<file path="src/rtl/seg_pkg.sv">
// Shared types and constants for the seven-segment scan controller.
package seg_pkg;

   localparam logic [6:0] SEG_BLANK = 7'h7F;
   localparam logic [3:0] AN_OFF    = 4'hF;

   typedef struct packed {
      logic [3:0]  dp;
      logic [15:0] val;
   } disp_t;

   typedef enum logic {BLANK, DRIVE} phase_e;

   function automatic logic [3:0] nib_sel(input logic [15:0] v, input logic [1:0] d);
      logic [3:0] n;
      unique case (d)
         2'd0: n = v[3:0];
         2'd1: n = v[7:4];
         2'd2: n = v[11:8];
         2'd3: n = v[15:12];
      endcase
      return n;
   endfunction

   // A digit is a leading zero when it and every more-significant nibble are zero.
   function automatic logic lz_blank(input logic [15:0] v, input logic [1:0] d);
      logic b;
      unique case (d)
         2'd0: b = 1'b0;
         2'd1: b = (v[15:4] == 12'h000);
         2'd2: b = (v[15:8] == 8'h00);
         2'd3: b = (v[15:12] == 4'h0);
      endcase
      return b;
   endfunction

endpackage

</file>
<file path="src/rtl/hex7_dec.sv">
// Combinational hex digit to active-low seven-segment pattern {g,f,e,d,c,b,a}.
module hex7_dec (
   input  logic [3:0] hex_i,
   output logic [6:0] seg_n_o
);

   always_comb begin
      unique case (hex_i)
         4'h0: seg_n_o = 7'h40;
         4'h1: seg_n_o = 7'h79;
         4'h2: seg_n_o = 7'h24;
         4'h3: seg_n_o = 7'h30;
         4'h4: seg_n_o = 7'h19;
         4'h5: seg_n_o = 7'h12;
         4'h6: seg_n_o = 7'h02;
         4'h7: seg_n_o = 7'h78;
         4'h8: seg_n_o = 7'h00;
         4'h9: seg_n_o = 7'h10;
         4'hA: seg_n_o = 7'h08;
         4'hB: seg_n_o = 7'h03;
         4'hC: seg_n_o = 7'h46;
         4'hD: seg_n_o = 7'h21;
         4'hE: seg_n_o = 7'h06;
         4'hF: seg_n_o = 7'h0E;
      endcase
   end

endmodule

</file>
<file path="src/rtl/seg_scan_ctrl.sv">
// Four-digit seven-segment scan controller with frame-aligned double buffering
// and leading-zero blanking.
module seg_scan_ctrl
   import seg_pkg::*;
#(
   parameter int unsigned REFRESH_DIV = 50000,
   parameter int unsigned BLANK_CYC   = 4,
   parameter bit          BLANK_LZ    = 1'b1
) (
   input  logic        clk,
   input  logic        rst_n,
   input  logic        wrt,
   input  logic [15:0] val,
   input  logic [3:0]  dp_in,
   output logic [6:0]  seg_n,
   output logic        dp_n,
   output logic [3:0]  an_n,
   output logic        pending,
   output logic        frame_done
);

   localparam int unsigned      CntW      = (REFRESH_DIV > 1) ? $clog2(REFRESH_DIV) : 1;
   localparam logic [CntW-1:0] LastCnt   = CntW'(REFRESH_DIV - 1);
   localparam logic [CntW-1:0] BlankLast = CntW'(BLANK_CYC - 1);

   logic [CntW-1:0] cnt_q, cnt_d;
   logic [1:0]      dig_q, dig_d;
   phase_e          phase_q, phase_d;
   disp_t           staged_q, staged_d;
   disp_t           shadow_q, shadow_d;
   logic            pending_q, pending_d;
   logic            frame_done_q, frame_done_d;
   logic [6:0]      seg_n_q, seg_n_d;
   logic            dp_n_q, dp_n_d;
   logic [3:0]      an_n_q, an_n_d;

   logic       slot_end;
   logic       boundary;
   logic [3:0] cur_nib;
   logic [6:0] dec_seg_n;
   logic       cur_lz;

   assign slot_end = (cnt_q == LastCnt);
   assign boundary = slot_end && (dig_q == 2'd3);
   assign cur_nib  = nib_sel(shadow_q.val, dig_q);
   assign cur_lz   = BLANK_LZ && lz_blank(shadow_q.val, dig_q);

   hex7_dec u_hex7_dec (
      .hex_i   (cur_nib),
      .seg_n_o (dec_seg_n)
   );

   // Slot / digit / phase sequencing.
   always_comb begin
      cnt_d   = cnt_q + CntW'(1);
      dig_d   = dig_q;
      phase_d = phase_q;
      if (slot_end) begin
         cnt_d   = '0;
         dig_d   = dig_q + 2'd1;
         phase_d = BLANK;
      end else if (cnt_q == BlankLast) begin
         phase_d = DRIVE;
      end
   end

   // A write coinciding with the boundary lands in staging after the old value commits.
   always_comb begin
      staged_d     = staged_q;
      shadow_d     = shadow_q;
      pending_d    = pending_q;
      frame_done_d = boundary;
      if (boundary && pending_q) begin
         shadow_d  = staged_q;
         pending_d = 1'b0;
      end
      if (wrt) begin
         staged_d  = '{dp: dp_in, val: val};
         pending_d = 1'b1;
      end
   end

   always_comb begin
      an_n_d  = AN_OFF;
      seg_n_d = SEG_BLANK;
      dp_n_d  = 1'b1;
      if (phase_q == DRIVE) begin
         an_n_d  = ~(4'b0001 << dig_q);
         seg_n_d = cur_lz ? SEG_BLANK : dec_seg_n;
         dp_n_d  = ~shadow_q.dp[dig_q];
      end
   end

   always_ff @(posedge clk or negedge rst_n) begin
      if (!rst_n) begin
         cnt_q        <= '0;
         dig_q        <= 2'd0;
         phase_q      <= BLANK;
         staged_q     <= '0;
         shadow_q     <= '0;
         pending_q    <= 1'b0;
         frame_done_q <= 1'b0;
         seg_n_q      <= SEG_BLANK;
         dp_n_q       <= 1'b1;
         an_n_q       <= AN_OFF;
      end else begin
         cnt_q        <= cnt_d;
         dig_q        <= dig_d;
         phase_q      <= phase_d;
         staged_q     <= staged_d;
         shadow_q     <= shadow_d;
         pending_q    <= pending_d;
         frame_done_q <= frame_done_d;
         seg_n_q      <= seg_n_d;
         dp_n_q       <= dp_n_d;
         an_n_q       <= an_n_d;
      end
   end

   assign seg_n      = seg_n_q;
   assign dp_n       = dp_n_q;
   assign an_n       = an_n_q;
   assign pending    = pending_q;
   assign frame_done = frame_done_q;

endmodule

</file>
<file path="config.mk">
export PLATFORM = sky130hd
export DESIGN_NAME = seg_scan_ctrl
export DESIGN_NICKNAME = d
export VERILOG_FILES = /design/src/rtl/seg_pkg.sv /design/src/rtl/hex7_dec.sv /design/src/rtl/seg_scan_ctrl.sv
export SDC_FILE = /design/constraint.sdc
export NUM_CORES = 1
export LEC_CHECK = 0
export CELL_PAD_IN_SITES_DETAIL_PLACEMENT = 0
export CELL_PAD_IN_SITES_GLOBAL_PLACEMENT = 2
export CORE_UTILIZATION = 38
export DETAILED_ROUTE_END_ITERATION = 6
export PLACE_DENSITY = 0.89
export SLEW_MARGIN = 15
export SYNTH_ARGS = -nofsm -noshare
export SYNTH_HDL_FRONTEND = slang
export SYNTH_HIERARCHICAL = 1
export SYNTH_SLANG_ARGS = --single-unit
export TNS_END_PERCENT = 100
</file>
<file path="constraint.sdc">
create_clock -name clk -period 3.9 [get_ports clk]
set_clock_uncertainty 0.2 [all_clocks]
set_input_delay 0.78 -clock clk [delete_from_list [all_inputs] [get_ports clk]]
set_output_delay 0.78 -clock clk [all_outputs]
set_load 0.05 [all_outputs]
</file>
==> flow_metrics.env, run 1 <==
export IMPL_p_switching_mw=0.3176
export IMPL_drc=0
export IMPL_die_height_um=95.25
export IMPL_layout_drive_gt1_share=0.2211
export IMPL_slew_viol_final=0
export IMPL_synth_nets=290
export IMPL_p_leak_nw=1.761
export IMPL_drt_first_iter_violations=43
export IMPL_critPathKind="register to register"
export IMPL_place_gp_congestion=0.7345
export IMPL_swShare=0.2102
export IMPL_cts_resized=0
export IMPL_slowest_stage="mux2i_1"
export IMPL_p_comb_frac=0.043
export IMPL_synth_edff_count=0
export IMPL_wirelength_um=6168
export IMPL_ys_warn_count=6
export IMPL_outcome="completed"
export IMPL_critPathCaptureType="register"
export IMPL_io_buffers=36
export IMPL_clock_path_buffers=2
export IMPL_core_um2=8299
export IMPL_cell_internal_pwr_mw=1.193
export IMPL_r2r_cells=8
export IMPL_path_common_cell="inv_1"
export IMPL_clock_power_share=0.435
export IMPL_synthFlopType="dfrtp_1"
export IMPL_cap_violations=0
export IMPL_grt_pass1_wl_um=10630
export IMPL_cp_required_ns=3.97
export IMPL_pwr_share_seq=0.522
export IMPL_num_io_pins=37
export IMPL_slew_headroom=0.3207
export IMPL_crit_family="multiplexers"
export IMPL_postPlaceCellArea_um2=3777
export IMPL_syn_area_um2=3304
export IMPL_cts_hold_buf=0
export IMPL_min_period_ns=2.988
export IMPL_crit_path_max_fanout=6
export IMPL_ys_ff_latch=73
export IMPL_die_x_um=95.25
export IMPL_row_count=33
export IMPL_path_cells="inv_1 -> ha_1 -> mux2i_1 -> inv_1 -> ha_1 -> inv_1 -> mux4_2 -> or2_2"
export IMPL_startpoint_type="register"
export IMPL_grt_max_degree=32
export IMPL_critPathArrivalTime_ns=3.05
export IMPL_grt_ovfl_total=0
export IMPL_htreeDepth=3
export IMPL_nets=334
export IMPL_syn_to_final_growth_pct=21.09
export IMPL_hold_viol=0
export IMPL_via_count=2079
export IMPL_setup_viol=0
export IMPL_cts_sinks=73
export IMPL_clock_latency_ns=0.34
export IMPL_drt_pass1_iterations=4
export IMPL_min_period_over_period=0.7662
export IMPL_critPathBufInv=3
export IMPL_hold_path_class="primary input to async pin"
export IMPL_grt_pass1_vias=2192
export IMPL_wl_per_cell_um=15.12
export IMPL_rsz0062_at_grt="no"
export IMPL_synthArstFlopShare=1.000
export IMPL_rr_endpoint="seg_n[3]"
export IMPL_postLayoutCellArea_um2=4001
export IMPL_power_density_nw_per_um2=377.6
export IMPL_antenna_cells=0
export IMPL_cts_root_buf="clkbuf_8"
export IMPL_finalSetupTns_ns=0
export IMPL_dp_hpwl_um=4229
export IMPL_place_ws_ns=0.9183
export IMPL_die_area_um2=9073
export IMPL_via_per_inst=5.096
export IMPL_track_usage=0.1558
export IMPL_crit_path_max_incr_delay_ns=0.47
export IMPL_layout_setup_ws_ns=0.9118
export IMPL_r2r_slack_ns=0.91
export IMPL_worstMarginPinSlew_ns=1.016
export IMPL_irDropWorstVdd_v=0.0001958
export IMPL_clk_pin_slew_worst_paths_ns=0.08
export IMPL_post_synth_num_cell_types=39
export IMPL_start_util=0.3982
export IMPL_r2r_start="dig_q[0]"
export IMPL_cts_tree="yes"
export IMPL_syn_inst=254
export IMPL_cts_setup_buffers=0
export IMPL_cts_made_buffers=9
export IMPL_synth_seq_area_share=0.5574
export IMPL_antenna_found_initial=0
export IMPL_synth_area_per_cell_um2=13.01
export IMPL_antenna_left=0
export IMPL_fmax_mhz=334.7
Yosys cell counts (8+ instances only):
cell type	instances	share of area
mux2_1	20	0.068
ha_1	13	0.049
inv_1	12	0.014
nor2_1	10	0.011
nand3_1	8	0.012
mux2i_1	10	0.030
xor2_1	8	0.021
dfrtp_1	61	0.46
nand2_1	12	0.014
mux2_2	20	0.068
dfstp_2	12	0.095
how the worst max path moves through the flow:
stage                        start  endpoint  slack, ns  cells after the start
after floorplan           dig_q[0]  seg_n[3]       1.07                      9
after CTS                 dig_q[0]  seg_n[3]       0.90                      9
final                     dig_q[0]  seg_n[3]       0.91                      8
after global placement    dig_q[0]  seg_n[3]       1.02                      8
after global routing      dig_q[0]  seg_n[3]       0.59                      9
after detailed placement  dig_q[0]  seg_n[3]       0.92                      8
worst register-to-register path, stage by stage, from the launching register on:
cell	delay [ns]
dfrtp_1	0.42
inv_1	0.16
ha_1	0.33
mux2i_1	0.48
inv_1	0.21
ha_1	0.35
inv_1	0.04
mux4_2	0.43
or2_2	0.31
stage by stage:
| step | util | total power, mW | cells | hold slack, ns |
|---|---|---|---|---|
| global route | 0.4821 | 1.573 | 408 | 0.1638 |
| detailed placement | 0.4551 | 0.8709 | 392 | 0.2737 |
| CTS | 0.4817 | 1.532 | 408 | 0.1467 |
| global placement | 0.4551 | 0.8684 | 392 | 0.2708 |
| floorplan | - | 0.8237 | 254 | 0.2524 |
| finish | 0.4821 | 1.511 | 408 | 0.1457 |
registers in the layout, summed over array words and instances, names as in the netlist:
signal	cells
an_n	4
cnt_q	16
dig_q	2
dp_n	1
frame_done	1
pending	1
phase_q	1
seg_n	7
shadow_q	20
staged_q	20
kinds of logic (layout without fill, tap and decap cells):
group | after synthesis | count (layout) | share of synthesized area
AOI/OAI and AO/OA | 20 | 20 | 0.04203
xor gates and xnor gates | 12 | 12 | 0.03181
adders and majority gates | 13 | 13 | 0.04922
buffers and inverters | 20 | 69 | 0.02802
DFF | 73 | 73 | 0.5574
muxes | 52 | 52 | 0.1802
and+or+nand+nor | 64 | 64 | 0.1113
cell type report:
class	instances	area [um2]
fillers	760	4298
flip-flops and latches	73	1842
multi-input cells	161	1374
repair buffers	40	385.4
clock buffers	11	141.4
well taps	105	131.4
clock inverters	5	78.83
inverters	13	48.80
routing by layer:
metal,global-route usage,wire length [um]
met4,0.04672,70
met5,0,0
met3,0.04864,251
met1,0.1981,2840
met2,0.2536,3006
power by group through the flow:
| stage | Clock [mW] | Combinational, mW | Sequential (mW) |
|---|---|---|---|
| floorplan | 0 | 0.0249 | 0.799 |
| global placement | 0 | 0.0653 | 0.803 |
| detailed placement | 0 | 0.0674 | 0.803 |
| CTS | 0.675 | 0.0678 | 0.789 |
| global route | 0.708 | 0.0727 | 0.792 |
| finish | 0.657 | 0.0652 | 0.789 |
placed cells by master (no fill, tap or decap), drive strengths merged, types with 3 or more instances in the layout:
cell           count
dfstp             12
o21ai              7
xnor2              4
nand3              8
or3                3
a222oi             4
xor2               8
clkdlybuf4s50     35
nor4               5
buf                5
clkinv             3
mux2              40
inv               13
ha                13
clkbuf            11
a21oi              3
nand4              4
or2                7
nor2              10
mux2i             10
nand2             12
nor3               3
dfrtp             61
Power figures use the tool's default switching activity.
==> run 2, diff against run 1 <==
Clock period 3.9 ns to 2.9 ns, I/O delays scaled along.
==> flow_metrics.env, run 2 (synthesized netlist as in run 1, its figures left out) <==
export IMPL_antenna_left=0
export IMPL_grt_max_degree=44
export IMPL_die_x_um=95.25
export IMPL_grt_pass1_vias=2147
export IMPL_cap_violations=0
export IMPL_fmax_mhz=367.9
export IMPL_slew_viol_final=0
export IMPL_cts_root_buf="clkbuf_8"
export IMPL_path_common_cell="ha_1"
export IMPL_clk_pin_slew_worst_paths_ns=0.08
export IMPL_outcome="completed"
export IMPL_num_io_pins=37
export IMPL_seqCellArea_um2=1843
export IMPL_die_area_um2=9073
export IMPL_core_um2=8299
export IMPL_most_common_layout_cells="dfrtp_1 (60), clkdlybuf4s50_1 (35), mux2_2 (20), mux2_1 (20), ha_1 (13)"
export IMPL_clock_latency_ns=0.34
export IMPL_r2r_slack_ns=0.18
export IMPL_cts_sinks=73
export IMPL_layout_commonest_cell="dfrtp_1"
export IMPL_min_period_ns=2.718
export IMPL_slowest_stage="mux4_2"
export IMPL_wirelength_um=5897
export IMPL_cts_made_buffers=9
export IMPL_r2r_cells=7
export IMPL_via_count=2088
export IMPL_hold_path_class="primary input to async pin"
export IMPL_cts_setup_buffers=0
export IMPL_crit_path_max_incr_delay_ns=0.46
export IMPL_nets=338
export IMPL_globalRouteMet1Util=0.1907
export IMPL_wl_per_cell_um=14.31
export IMPL_global_route_usage_met3=0.04625
export IMPL_startpoint_type="register"
export IMPL_path_cells="ha_1 -> a222oi_1 -> mux2i_1 -> buf_4 -> ha_1 -> mux4_2 -> or2_2"
export IMPL_via_per_inst=5.068
export IMPL_fill_cells=742
export IMPL_drt_pass1_iterations=6
export IMPL_rsz0062_at_grt="no"
export IMPL_track_usage=0.1519
export IMPL_worstMarginPinSlew_ns=0.7336
export IMPL_p_leak_nw=1.771
export IMPL_grt_pass1_wl_um=10340
export IMPL_drc=0
export IMPL_grt_util_met2=0.2440
export IMPL_cts_tree="yes"
export IMPL_layout_drive_gt1_share=0.2280
export IMPL_dp_hpwl_um=4107
export IMPL_syn_to_final_growth_pct=21.85
export IMPL_antenna_cells=0
export IMPL_drt_first_iter_violations=81
export IMPL_setup_viol=0
export IMPL_multiInputGateArea_um2=1374
export IMPL_finalSetupTns_ns=0
export IMPL_r2r_start="dig_q[0]"
export IMPL_row_count=33
export IMPL_crit_path_max_fanout=8
export IMPL_die_height_um=95.25
export IMPL_htreeDepth=3
export IMPL_critPathCaptureType="register"
export IMPL_post_route_util=0.4852
export IMPL_slew_headroom=0.5012
export IMPL_clock_path_buffers=2
export IMPL_rr_endpoint="seg_n[3]"
export IMPL_antenna_found_initial=0
export IMPL_place_gp_congestion=0.7628
export IMPL_hold_viol=0
export IMPL_start_util=0.3982
export IMPL_critPathKind="register to register"
export IMPL_min_period_over_period=0.9374
export IMPL_cp_required_ns=2.97
export IMPL_grt_ovfl_total=0
export IMPL_io_buffers=36
export IMPL_layout_setup_ws_ns=0.1815
export IMPL_top_usage_layer="met2"
export IMPL_critPathArrivalTime_ns=2.79
export IMPL_top_regs="shadow_q (20), staged_q (20), cnt_q (16)"
export IMPL_total_power_mw=1.928
export IMPL_place_ws_ns=0.05802
export IMPL_irDropWorstVdd_v=0.0002015
export IMPL_power_density_nw_per_um2=478.7
==> run 2: how the worst max path moves through the flow <==
stage                         from        to  slack (ns)  depth (start not counted)
after floorplan           dig_q[0]  seg_n[3]        0.07                          9
after global placement    dig_q[0]  seg_n[3]        0.14                          5
after detailed placement  dig_q[0]  seg_n[3]        0.06                          5
after CTS                 dig_q[0]  seg_n[3]        0.06                          5
after global routing      dig_q[0]  seg_n[3]        0.02                          9
final                     dig_q[0]  seg_n[3]        0.18                          7
==> run 2: routing by layer <==
layer  vias to the layer above  share of wire  routed length, um
met4                         0          0.013                 74
met5                         -              0                  0
met3                         8          0.048                284
met2                        58           0.49               2879
met1                      1028           0.45               2658
li1                        994              -                  -
==> run 2: repair_timing <==
action | CTS | global route
gates resized for setup | 0 | 2
endpoints found under the setup margin | 0 | 7
hold buffers | 0 | 0
==> run 2: critical path, delay by kind of cell (launching register included) <==
kind | cells | cell delay, ns
buffers and inverters | 1 | 0.17
adders and majority gates | 2 | 0.52
AOI/OAI and AO/OA | 1 | 0.41
and+or+nand+nor | 1 | 0.30
muxes | 2 | 0.61
DFF | 1 | 0.44
==> run 2: area by class of cell <==
type                            instances  area share
Sequential cell                        73      0.4577
Multi-Input combinational cell        161      0.3412
Timing Repair Buffer                   44      0.1094
Clock buffer                           13     0.03698
Tap cell                              105     0.03263
Inverter                               13     0.01212
Clock inverter                          3    0.009944
==> run 2: stage by stage <==
stage	area, um2	hold WS (ns)	cells
2_1_floorplan	3304	0.08441	254
3_3_place_gp	3832	0.2716	396
3_5_place_dp	3832	0.2738	396
4_1_cts	4021	0.02375	412
5_1_grt	4026	0.04843	412
6_report	4026	0.02647	412
==> run 2: power by group <==
part,switching (mW),internal (mW),leakage (nW)
logic,0.0353,0.0541,0.769
clock network,0.357,0.419,0.0974
registers,0.0148,1.05,0.905
total,0.407,1.52,1.77
